--- config.mk ---
export PLATFORM = sky130hd
export DESIGN_NAME = trap_entry_seq_flat
export DESIGN_NICKNAME = d
export VERILOG_FILES = /design/src/rtl/z480_pkg.sv /design/src/rtl/trap_entry_seq_if.sv /design/src/rtl/irq_prio_enc.sv /design/src/rtl/trap_entry_seq.sv /design/src/flat_wrapper.sv
export SDC_FILE = /design/constraint.sdc
export NUM_CORES = 1
export LEC_CHECK = 0
export ABC_AREA = 1
export BUFFER_PORTS_ARGS = -buffer_cell sky130_fd_sc_hd__buf_2
export CAP_MARGIN = 40
export CORE_AREA = 2 2 198 200
export CTS_CLUSTER_DIAMETER = 30
export DETAILED_ROUTE_END_ITERATION = 8
export DIE_AREA = 0 0 200 202
export GPL_TIMING_DRIVEN = 0
export MAX_ROUTING_LAYER = met4
export PLACE_DENSITY = 0.67
export SETUP_SLACK_MARGIN = 0.5
export SLEW_MARGIN = 0
export SYNTH_ARGS = -nofsm -noshare
export SYNTH_HDL_FRONTEND = slang
export SYNTH_SLANG_ARGS = --single-unit
--- constraint.sdc ---
create_clock -name clk -period 11.5 [get_ports clk]
set_input_delay 2.3 -clock clk [delete_from_list [all_inputs] [get_ports clk]]
set_output_delay 2.3 -clock clk [all_outputs]
set_load 0.01 [all_outputs]
--- src/rtl/z480_pkg.sv ---
// Shared Z480 privilege-framework types and constants.
// Imported by the trap sequencer, its interface and the bench.
package z480_pkg;

    typedef enum logic [1:0] {
        Z480_PRIV_U = 2'b00,
        Z480_PRIV_S = 2'b01,
        Z480_PRIV_H = 2'b11
    } z480_priv_e;

    typedef enum logic [2:0] {
        TS_IDLE,
        TS_FLUSH,
        TS_ENTER,
        TS_RFLUSH,
        TS_RETURN
    } z480_trap_state_e;

    localparam int         Z480_CAUSE_W       = 7;
    localparam logic [5:0] Z480_CAUSE_ILL_RET = 6'h02;
    localparam logic [5:0] Z480_CAUSE_DFAULT  = 6'h3F;

    function automatic logic [63:0] z480_vec_addr(
        input logic [63:0]             base,
        input logic [Z480_CAUSE_W-1:0] c,
        input int                      sh
    );
        return base + ({57'b0, c} << sh);
    endfunction

endpackage

--- src/rtl/trap_entry_seq_if.sv ---
// Trap sequencer bundle: privilege state, pipeline events,
// flush handshake and trap/return results.
interface trap_entry_seq_if #(
    parameter int IRQ_N = 32
);
    import z480_pkg::*;

    logic [IRQ_N-1:0]        ie;
    logic [IRQ_N-1:0]        ip;
    z480_priv_e              priv_mode;
    logic [63:0]             tv_s_base;
    logic [63:0]             tv_h_base;
    logic                    irq_take_ok;
    logic [63:0]             cur_pc;
    logic                    exc_valid;
    logic [5:0]              exc_cause;
    logic [63:0]             exc_pc;
    logic                    trap_ret_valid;
    logic                    flush_req;
    logic                    flush_ack;
    logic                    redirect_valid;
    logic [63:0]             redirect_pc;
    logic                    set_priv_valid;
    z480_priv_e              set_priv_mode;
    logic [63:0]             epc;
    logic [Z480_CAUSE_W-1:0] cause;
    z480_priv_e              prev_priv;
    logic                    in_trap;
    logic                    double_fault;
    logic                    busy;

    modport master (
        output ie, ip, priv_mode, tv_s_base, tv_h_base,
        output irq_take_ok, cur_pc, exc_valid, exc_cause,
        output exc_pc, trap_ret_valid, flush_ack,
        input  flush_req, redirect_valid, redirect_pc,
        input  set_priv_valid, set_priv_mode, epc, cause,
        input  prev_priv, in_trap, double_fault, busy
    );

    modport slave (
        input  ie, ip, priv_mode, tv_s_base, tv_h_base,
        input  irq_take_ok, cur_pc, exc_valid, exc_cause,
        input  exc_pc, trap_ret_valid, flush_ack,
        output flush_req, redirect_valid, redirect_pc,
        output set_priv_valid, set_priv_mode, epc, cause,
        output prev_priv, in_trap, double_fault, busy
    );

endinterface

--- src/rtl/irq_prio_enc.sv ---
// Lowest-index-wins priority encoder over up to 64 request lines.
module irq_prio_enc #(
    parameter int IRQ_N = 32
) (
    input  logic [IRQ_N-1:0] req,
    output logic             valid,
    output logic [5:0]       idx
);

    always_comb begin
        valid = |req;
        idx   = '0;
        // Walk downwards so the lowest set bit is the final assignment.
        for (int i = IRQ_N - 1; i >= 0; i--) begin
            if (req[i]) idx = 6'(i);
        end
    end

endmodule

--- src/rtl/trap_entry_seq.sv ---
// Trap entry / xRET sequencer: arbitrates events in IDLE, runs the
// flush handshake, then redirects the PC and updates privilege state.
module trap_entry_seq
    import z480_pkg::*;
#(
    parameter int IRQ_N           = 32,
    parameter int VEC_STRIDE_LOG2 = 4
) (
    input logic             clk,
    input logic             rst,
    trap_entry_seq_if.slave bus
);

    logic [IRQ_N-1:0] irq_req;
    logic             irq_vld;
    logic [5:0]       irq_idx;

    assign irq_req = bus.ie & bus.ip;

    irq_prio_enc #(.IRQ_N(IRQ_N)) u_enc (
        .req   (irq_req),
        .valid (irq_vld),
        .idx   (irq_idx)
    );

    z480_trap_state_e        state_q, state_d;
    logic                    flush_req_q, flush_req_d;
    logic                    redir_vld_q, redir_vld_d;
    logic [63:0]             redir_pc_q, redir_pc_d;
    logic                    spriv_vld_q, spriv_vld_d;
    z480_priv_e              spriv_mode_q, spriv_mode_d;
    logic [63:0]             epc_q, epc_d;
    logic [Z480_CAUSE_W-1:0] cause_q, cause_d;
    z480_priv_e              prev_priv_q, prev_priv_d;
    logic                    in_trap_q, in_trap_d;
    logic                    dfault_q, dfault_d;
    logic                    busy_q, busy_d;
    logic [Z480_CAUSE_W-1:0] pend_cause_q, pend_cause_d;
    logic [63:0]             pend_vec_q, pend_vec_d;
    logic [63:0]             pend_epc_q, pend_epc_d;
    z480_priv_e              pend_mode_q, pend_mode_d;
    z480_priv_e              pend_prev_q, pend_prev_d;

    logic                    ev_take;
    logic                    ev_ret;
    logic                    ev_dfault;
    logic [Z480_CAUSE_W-1:0] ev_cause;
    z480_priv_e              ev_tgt;
    logic [63:0]             ev_epc;
    logic [63:0]             ev_base;

    always_comb begin
        ev_take   = 1'b0;
        ev_ret    = 1'b0;
        ev_dfault = 1'b0;
        ev_cause  = '0;
        ev_epc    = bus.cur_pc;
        ev_tgt    = (bus.priv_mode == Z480_PRIV_H) ? Z480_PRIV_H
                                                   : Z480_PRIV_S;
        if (bus.exc_valid) begin
            ev_take = 1'b1;
            ev_epc  = bus.exc_pc;
            if (in_trap_q) begin
                ev_dfault = 1'b1;
                ev_tgt    = Z480_PRIV_H;
                ev_cause  = {1'b0, Z480_CAUSE_DFAULT};
            end else begin
                ev_cause  = {1'b0, bus.exc_cause};
            end
        end else if (bus.trap_ret_valid && in_trap_q) begin
            ev_ret = 1'b1;
        end else if (bus.trap_ret_valid) begin
            ev_take  = 1'b1;
            ev_cause = {1'b0, Z480_CAUSE_ILL_RET};
        end else if (bus.irq_take_ok && !in_trap_q && irq_vld) begin
            ev_take  = 1'b1;
            ev_cause = {1'b1, irq_idx};
        end
        ev_base = (ev_tgt == Z480_PRIV_H) ? bus.tv_h_base : bus.tv_s_base;
    end

    always_comb begin
        state_d      = state_q;
        flush_req_d  = flush_req_q;
        redir_vld_d  = 1'b0;
        redir_pc_d   = redir_pc_q;
        spriv_vld_d  = 1'b0;
        spriv_mode_d = spriv_mode_q;
        epc_d        = epc_q;
        cause_d      = cause_q;
        prev_priv_d  = prev_priv_q;
        in_trap_d    = in_trap_q;
        dfault_d     = dfault_q;
        pend_cause_d = pend_cause_q;
        pend_vec_d   = pend_vec_q;
        pend_epc_d   = pend_epc_q;
        pend_mode_d  = pend_mode_q;
        pend_prev_d  = pend_prev_q;
        unique case (state_q)
            TS_IDLE: begin
                if (ev_take) begin
                    state_d      = TS_FLUSH;
                    flush_req_d  = 1'b1;
                    dfault_d     = dfault_q | ev_dfault;
                    pend_cause_d = ev_cause;
                    pend_mode_d  = ev_tgt;
                    pend_epc_d   = ev_epc;
                    pend_prev_d  = bus.priv_mode;
                    pend_vec_d   = z480_vec_addr(ev_base, ev_cause,
                                                 VEC_STRIDE_LOG2);
                end else if (ev_ret) begin
                    state_d     = TS_RFLUSH;
                    flush_req_d = 1'b1;
                end
            end
            TS_FLUSH: begin
                if (bus.flush_ack) begin
                    state_d      = TS_ENTER;
                    flush_req_d  = 1'b0;
                    redir_vld_d  = 1'b1;
                    redir_pc_d   = pend_vec_q;
                    spriv_vld_d  = 1'b1;
                    spriv_mode_d = pend_mode_q;
                    epc_d        = pend_epc_q;
                    cause_d      = pend_cause_q;
                    prev_priv_d  = pend_prev_q;
                    in_trap_d    = 1'b1;
                end
            end
            TS_RFLUSH: begin
                if (bus.flush_ack) begin
                    state_d      = TS_RETURN;
                    flush_req_d  = 1'b0;
                    redir_vld_d  = 1'b1;
                    redir_pc_d   = epc_q;
                    spriv_vld_d  = 1'b1;
                    spriv_mode_d = prev_priv_q;
                    in_trap_d    = 1'b0;
                end
            end
            TS_ENTER:  state_d = TS_IDLE;
            TS_RETURN: state_d = TS_IDLE;
            default:   state_d = TS_IDLE;
        endcase
        busy_d = (state_d != TS_IDLE);
    end

    always_ff @(posedge clk or posedge rst) begin
        if (rst) begin
            state_q      <= TS_IDLE;
            flush_req_q  <= 1'b0;
            redir_vld_q  <= 1'b0;
            redir_pc_q   <= '0;
            spriv_vld_q  <= 1'b0;
            spriv_mode_q <= Z480_PRIV_S;
            epc_q        <= '0;
            cause_q      <= '0;
            prev_priv_q  <= Z480_PRIV_S;
            in_trap_q    <= 1'b0;
            dfault_q     <= 1'b0;
            busy_q       <= 1'b0;
            pend_cause_q <= '0;
            pend_vec_q   <= '0;
            pend_epc_q   <= '0;
            pend_mode_q  <= Z480_PRIV_S;
            pend_prev_q  <= Z480_PRIV_S;
        end else begin
            state_q      <= state_d;
            flush_req_q  <= flush_req_d;
            redir_vld_q  <= redir_vld_d;
            redir_pc_q   <= redir_pc_d;
            spriv_vld_q  <= spriv_vld_d;
            spriv_mode_q <= spriv_mode_d;
            epc_q        <= epc_d;
            cause_q      <= cause_d;
            prev_priv_q  <= prev_priv_d;
            in_trap_q    <= in_trap_d;
            dfault_q     <= dfault_d;
            busy_q       <= busy_d;
            pend_cause_q <= pend_cause_d;
            pend_vec_q   <= pend_vec_d;
            pend_epc_q   <= pend_epc_d;
            pend_mode_q  <= pend_mode_d;
            pend_prev_q  <= pend_prev_d;
        end
    end

    assign bus.flush_req      = flush_req_q;
    assign bus.redirect_valid = redir_vld_q;
    assign bus.redirect_pc    = redir_pc_q;
    assign bus.set_priv_valid = spriv_vld_q;
    assign bus.set_priv_mode  = spriv_mode_q;
    assign bus.epc            = epc_q;
    assign bus.cause          = cause_q;
    assign bus.prev_priv      = prev_priv_q;
    assign bus.in_trap        = in_trap_q;
    assign bus.double_fault   = dfault_q;
    assign bus.busy           = busy_q;

endmodule
--- src/flat_wrapper.sv ---
// flat-port wrapper written by rule: the top's interface ports become plain ports
module trap_entry_seq_flat import z480_pkg::*;
#(
    parameter int IRQ_N           = 32,
    parameter int VEC_STRIDE_LOG2 = 4
)
  (clk, rst, bus_ie, bus_ip, bus_priv_mode, bus_tv_s_base, bus_tv_h_base, bus_irq_take_ok, bus_cur_pc, bus_exc_valid, bus_exc_cause, bus_exc_pc, bus_trap_ret_valid, bus_flush_ack, bus_flush_req, bus_redirect_valid, bus_redirect_pc, bus_set_priv_valid, bus_set_priv_mode, bus_epc, bus_cause, bus_prev_priv, bus_in_trap, bus_double_fault, bus_busy);
  trap_entry_seq_if #(.IRQ_N(IRQ_N)) bus_i ();
  input logic clk;
  input logic rst;
  input wire logic [$bits(bus_i.ie)-1:0] bus_ie;
  input wire logic [$bits(bus_i.ip)-1:0] bus_ip;
  input wire logic [$bits(bus_i.priv_mode)-1:0] bus_priv_mode;
  input wire logic [$bits(bus_i.tv_s_base)-1:0] bus_tv_s_base;
  input wire logic [$bits(bus_i.tv_h_base)-1:0] bus_tv_h_base;
  input wire logic [$bits(bus_i.irq_take_ok)-1:0] bus_irq_take_ok;
  input wire logic [$bits(bus_i.cur_pc)-1:0] bus_cur_pc;
  input wire logic [$bits(bus_i.exc_valid)-1:0] bus_exc_valid;
  input wire logic [$bits(bus_i.exc_cause)-1:0] bus_exc_cause;
  input wire logic [$bits(bus_i.exc_pc)-1:0] bus_exc_pc;
  input wire logic [$bits(bus_i.trap_ret_valid)-1:0] bus_trap_ret_valid;
  input wire logic [$bits(bus_i.flush_ack)-1:0] bus_flush_ack;
  output wire logic [$bits(bus_i.flush_req)-1:0] bus_flush_req;
  output wire logic [$bits(bus_i.redirect_valid)-1:0] bus_redirect_valid;
  output wire logic [$bits(bus_i.redirect_pc)-1:0] bus_redirect_pc;
  output wire logic [$bits(bus_i.set_priv_valid)-1:0] bus_set_priv_valid;
  output wire logic [$bits(bus_i.set_priv_mode)-1:0] bus_set_priv_mode;
  output wire logic [$bits(bus_i.epc)-1:0] bus_epc;
  output wire logic [$bits(bus_i.cause)-1:0] bus_cause;
  output wire logic [$bits(bus_i.prev_priv)-1:0] bus_prev_priv;
  output wire logic [$bits(bus_i.in_trap)-1:0] bus_in_trap;
  output wire logic [$bits(bus_i.double_fault)-1:0] bus_double_fault;
  output wire logic [$bits(bus_i.busy)-1:0] bus_busy;
  assign bus_i.ie = bus_ie;
  assign bus_i.ip = bus_ip;
  assign bus_i.priv_mode = bus_priv_mode;
  assign bus_i.tv_s_base = bus_tv_s_base;
  assign bus_i.tv_h_base = bus_tv_h_base;
  assign bus_i.irq_take_ok = bus_irq_take_ok;
  assign bus_i.cur_pc = bus_cur_pc;
  assign bus_i.exc_valid = bus_exc_valid;
  assign bus_i.exc_cause = bus_exc_cause;
  assign bus_i.exc_pc = bus_exc_pc;
  assign bus_i.trap_ret_valid = bus_trap_ret_valid;
  assign bus_i.flush_ack = bus_flush_ack;
  assign bus_flush_req = bus_i.flush_req;
  assign bus_redirect_valid = bus_i.redirect_valid;
  assign bus_redirect_pc = bus_i.redirect_pc;
  assign bus_set_priv_valid = bus_i.set_priv_valid;
  assign bus_set_priv_mode = bus_i.set_priv_mode;
  assign bus_epc = bus_i.epc;
  assign bus_cause = bus_i.cause;
  assign bus_prev_priv = bus_i.prev_priv;
  assign bus_in_trap = bus_i.in_trap;
  assign bus_double_fault = bus_i.double_fault;
  assign bus_busy = bus_i.busy;
  trap_entry_seq #(.IRQ_N(IRQ_N), .VEC_STRIDE_LOG2(VEC_STRIDE_LOG2)) u_core (.clk(clk), .rst(rst), .bus(bus_i));
endmodule
# Word level (Yosys, flattened, before mapping)
# Cells that the tools add are included.
# W data, S select, Z words.
[op_classes]
n_addsub = 1
n_eq_ne = 8
n_mux = 69
bitwise = 2
reduce_logical = 14
[ops]
columns = ["cell", "count"]
rows = [
  ["$mux W64", 4],
  ["$mux W6", 32],
  ["$pmux W64 S2", 1],
  ["$add A64 B11 Y64", 1],
  ["$and A32 B32 Y32", 1],
  ["$reduce_or A32 Y1", 1],
  ["$mux W7", 4],
  ["$mux W1", 14],
  ["$mux W3", 4],
  ["$mux W2", 5],
  ["$pmux W3 S3", 1],
  ["$reduce_and A3 Y1", 2],
  ["$mux W5", 1],
  ["$eq A2 B2 Y1 const B", 2],
  ["$ne A2 B2 Y1 const B", 2],
  ["$pmux W1 S2", 2],
  ["$pmux W2 S2", 1],
  ["$reduce_and A2 Y1", 2],
  ["$reduce_bool A2 Y1", 2],
  ["$eq A3 B1 Y1 const B", 1],
  ["$eq A3 B2 Y1 const B", 1],
  ["$logic_and A1 B1 Y1", 3],
  ["$logic_not A3 Y1", 1],
  ["$ne A3 B1 Y1 const B", 1],
  ["5 further kinds", 5],
]
[word_totals]
register_bits = 286
inputBits = 334
out_inout_bits = 145
wordCells = 110

# Logic depth before layout (Yosys ltp)
[logic_depth]
depth_word = 38
mapped_depth = 56

# Cells and area by module
# A second synthesis with hierarchy kept.
[unflattened]
hier_cells = 2393
area_unflattened_um2 = 16229.3
[modules_own_cells]
columns = ["module", "n_inst", "cells_per_inst", "area_per_inst_um2"]
rows = [
  ["trap_entry_seq", 1, 2284, 15747.6],
  ["irq_prio_enc", 1, 109, 481.7],
]

# Worst setup path after synthesis
# No wires, ideal clock.
[synth_timing]
path_kind = "in2reg"
start = "input port bus_priv_mode[0]"
end = "register u_core.pend_vec_q[63]"
arrival_time_ns = 6.282
path_slack_ns = 5.101
path_stages = 33
cell_sequence = "nand2_1 > nand2_4 > buf_4 > buf_2 > buf_4 > buf_2 > buf_2 > clkbuf_1 > nand2_1 > nand2_1 > ha_1 > nand2_1 > nand2_1 > a31oi_1 > o21ai_1 > nand2_1 > o21ai_0 > nand2_1 > nor2_1 > nand2_1 > nor3_4 > nand2_1 > inv_2 > nand4_1 > nor2_2 > nand3_2 > inv_1 > nand4_1 > nor3_2 > nand2_1 > xor2_1 > nand2_1 > nand2_1"
[synth_via]
elab_chain_len = 7
[synth_rtl]
columns = ["item", "line_no", "text"]
rows = [
  ["start: declaration", "flat_wrapper.sv:13", "input wire logic [$bits(bus_i.priv_mode)-1:0] bus_priv_mode;"],
  ["$eq A2 B2 Y1 *", "trap_entry_seq.sv:58", "ev_tgt = (bus.priv_mode == Z480_PRIV_H) ? Z480_PRIV_H"],
  ["$mux W2 *", "trap_entry_seq.sv:58", ""],
  ["$mux W2", "trap_entry_seq.sv:63", "if (in_trap_q) begin"],
  ["$mux W2 *", "trap_entry_seq.sv:60", "if (bus.exc_valid) begin"],
  ["$eq A2 B2 Y1 *", "trap_entry_seq.sv:79", "ev_base = (ev_tgt == Z480_PRIV_H) ? bus.tv_h_base : bus.tv_s_base;"],
  ["$mux W64 *", "trap_entry_seq.sv:79", ""],
  ["$add A64 B11 Y64 *", "z480_pkg.sv:28", "return base + ({57'b0, c} << sh);"],
  ["end signal: assignment", "trap_entry_seq.sv:181", "pend_vec_q <= pend_vec_d;"],
  ["end: declaration", "trap_entry_seq.sv:39", "logic [63:0] pend_vec_q, pend_vec_d;"],
]
# Mark *: on every way between the ends. The rest lies on a longest branch, timed or not.
# A chain may end at the register's enable or synchronous reset.

# Worst setup path after layout
[layout_timing]
start = "input port bus_priv_mode[0]"
end = "register u_core.pend_vec_q[57]"
# Same word-level chain as after synthesis.

==> summary.md <==
| Metric | Value |
|---|---|
| Post-CTS resize count | `0` |
| Unrepaired setup endpoints after global routing | `no` |
| First-pass GRT wire length | `83600 um` |
| CP startpoint kind | `input pin` |
| Register area share after synthesis | `49.5%` |
| Clock Sinks | `285` |
| Finished Layout Cells | `3042` |
| IO Count | `479` |
| Via Count | `15200` |
| Final hold vios | `0` |
| Remaining DRCs | `0` |
| Final Setup Violations | `0` |
| Final net count | `2802` |
| Initial drt markers | `930` |
| Wire length on met2 | `26800 um` |
| Synthesized area | `14400 um^2` |
| CTS Buf Count | `73` |
| Initial core utilization | `37.7%` |
| CTS tree | `yes` |
| CP Class | `input pin to register` |
| Slew margin rel. | `40.4%` |
| Syn_nets | `2239` |
| Layout cell share with drive strength beyond 1 | `27.8%` |
| Die Footprint | `40400 um^2` |
| Top_reg_cell synth | `dfrtp_1` |
| Tmin final | `7.75 ns` |
| Max Fanout on Critical Path | `11` |
| Vias in the first global route | `15200` |
| Largest net degree at the start of global routing | `114` |
| Input/output buffers | `478` |
| Tcrit/Tclk final | `67.4%` |
| Hold buffer count at CTS | `0` |
| Worst Setup End Kind | `register` |
| Post-synth top area share | `48.9%` |
| Slew @ Worst Pin | `0.894 ns` |
| FP Rows | `72` |
| Initial antenna violation count | `2` |
| CP max-delay cell | `clkbuf_1` |
| Max rail drop VDD | `0.000141 V` |
| Synth Instances | `1897` |
| Die height | `202 um` |
| Syn avg cell area | `7.61 um^2` |
| Setup TNS Final | `0 ns` |
| Gr usage total | `28.3%` |
| P_leak | `10.4 nW` |
| CTS Buffer Depth | `3` |
| Post-synth ARST share | `100%` |
| Grt total ovfl | `0` |
| Synth top cells by count | `797 x nand2_1, 282 x dfrtp_1, 221 x nor2_1` |
| Skew final | `0.0277 ns` |
| TritonRoute pass-1 iters | `7` |
| YS warnings | `0` |
| Unique masters post-synth | `48` |
| Status | `complete, no violations` |
| CP dominant cell by count | `nand2_1` |
| Number of synthesized flops with an enable pin | `0` |
| Core ar. | `38300 um^2` |
| Via/cell ratio | `4.99` |
| Max Clk Rate | `129 MHz` |
| Most frequent cell after synthesis | `nand2_1` |
| Clock transition at path regs | `0.05 ns` |
| Die X | `200 um` |
| Arr. time, crit path | `8.24 ns` |
| Synth area leaders | `dfrtp_1 49%, nand2_1 21%, a31oi_1 6.0%, nor2_1 5.7%, o21ai_0 2.5%` |
| Post-DP HPWL | `42800 um` |
| Max-Cap Viols | `0` |
| CP top delay family | `simple AND/OR/NAND/NOR gates` |
| Largest area contributor in the netlist | `dfrtp_1` |
| Worst hold path type | `register to register` |
| Gpl congestion | `0.936` |
| # Post-CTS Setup Buffers | `0` |
| Buf/Inv on CP | `5` |
| Post-DRT Antenna Nets | `0` |
| Met3 wire len | `4070 um` |
| Max incr delay on CP | `0.69 ns` |
| WP data required | `12.00 ns` |
| Slew Limit Fails | `0` |
| Worst skew pair latency | `0.59 ns` |
| Area grow syn2layout | `41.3%` |
| Max Used Layer | `met4` |
| Avg WL per Cell | `18.2 um` |
| Fillers | `3623` |
| Deepest level of the CTS H-tree | `3` |
| PwrDens | `302 nW/um^2` |
| Total wire length | `55500 um` |
| #FFs+latches synth | `285` |
| Placed cell count | `2903` |
| Root Buffer | `clkbuf_16` |
| M1 wire length | `23000 um` |
==> metrics by stage <==
step / utilization, % / hold WS [ns] / setup WS, ns / cell area [um^2] / power (mW)
after global placement: 45.6 / 0.455 / -1.95 / 17500 / 3.82
after CTS: 53.2 / 0.464 / 3.76 / 20400 / 6.19
after floorplan: - / 0.442 / 1.34 / 14400 / 2.98
after detailed placement: 46.1 / 0.459 / 3.19 / 17600 / 3.90
after global routing: 53.2 / 0.484 / 3.22 / 20400 / 6.54
final: 53.2 / 0.465 / 3.75 / 20400 / 6.15
==> worst reg2reg max path, delay by kind of cell, from the launching register on <==
family,cells,cell delay [ns]
flops,1,0.49
fa+ha+maj,1,0.20
xor+xnor,1,0.17
buf+inv,4,1.92
simple gates,19,2.96
compound gates,3,0.60
==> per-layer routing <==
layer	vias up	global-route usage [%]
met4	0	10.2
met3	95	6.12
met1	7270	34.0
met2	575	46.7
li1	7239	-
met5	-	-
==> kinds of logic after synthesis <==
| logic type | after synthesis | synth area share (%) |
|---|---|---|
| and+or+nand+nor | 1108 | 30.9 |
| DFF | 285 | 49.5 |
| AOI/OAI and AO/OA | 247 | 10.2 |
| buffers and inverters | 194 | 5.21 |
| xor gates and xnor gates | 40 | 2.43 |
| muxes | 15 | 1.04 |
| adders and majority gates | 8 | 0.746 |
==> worst paths after layout <==
check / endpoint / startpoint / cells past startpoint / slack, ns
max in group asynchronous: u_core.pend_vec_q[63]$_DFFE_PP0P_ / rst / 3 / 8.74
max: u_core.pend_vec_q[57]$_DFFE_PP0P_ / bus_priv_mode[0] / 29 / 3.75
min in group asynchronous: u_core.pend_epc_q[43]$_DFFE_PP0P_ / rst / 2 / 1.79
min: u_core.bus.epc[8]$_DFFE_PP0P_ / u_core.pend_epc_q[8]$_DFFE_PP0P_ / 2 / 0.46
max reg2reg: u_core.pend_vec_q[57]$_DFFE_PP0P_ / u_core.bus.in_trap$_DFFE_PP0P_ / 28 / 5.08
min reg2reg: u_core.bus.epc[8]$_DFFE_PP0P_ / u_core.pend_epc_q[8]$_DFFE_PP0P_ / 2 / 0.46
==> power breakdown <==
group	internal (mW)	switching [mW]	leakage, nW
Combinational	0.717	1.34	5.70
Clock	1.60	0.654	1.32
Sequential	1.52	0.327	3.36
==> registers in the layout, indices dropped and copies added (netlist names), 2 cells and up <==
name and cells:
u_core.bus.cause 7, u_core.bus.epc 64, u_core.bus.prev_priv 2, u_core.bus.redirect_pc 64, u_core.bus.set_priv_mode 2, u_core.pend_cause_q 7
u_core.pend_epc_q 64, u_core.pend_prev_q 2, u_core.pend_vec_q 64, u_core.state_q 3
==> final cells by class <==
| class | count | area [um^2] | share of cell area [%] |
|---|---|---|---|
| sequential | 285 | 7140 | 35.0 |
| multi-input combinational | 1418 | 6540 | 32.1 |
| timing repair buffer | 488 | 2550 | 12.5 |
| clock buffer | 93 | 2050 | 10.1 |
| clock inverter | 42 | 679 | 3.33 |
| tap | 518 | 648 | 3.18 |
| buffer | 99 | 395 | 1.94 |
| inverter | 95 | 364 | 1.79 |
| antenna | 4 | 10.0 | 0.0491 |
==> layout by cell type, fill, tap and decap left out, types with 16 or more instances in the layout <==
cell type    n
dfrtp_1    282
clkbuf_16   75
or2_2       16
buf_2      482
nor2_1     220
a31oi_1    139
nand2_1    797
xor2_1      31
o21ai_0     73
inv_2       18
clkbuf_1    91
inv_1       75
(Power assumes the default switching activity.)
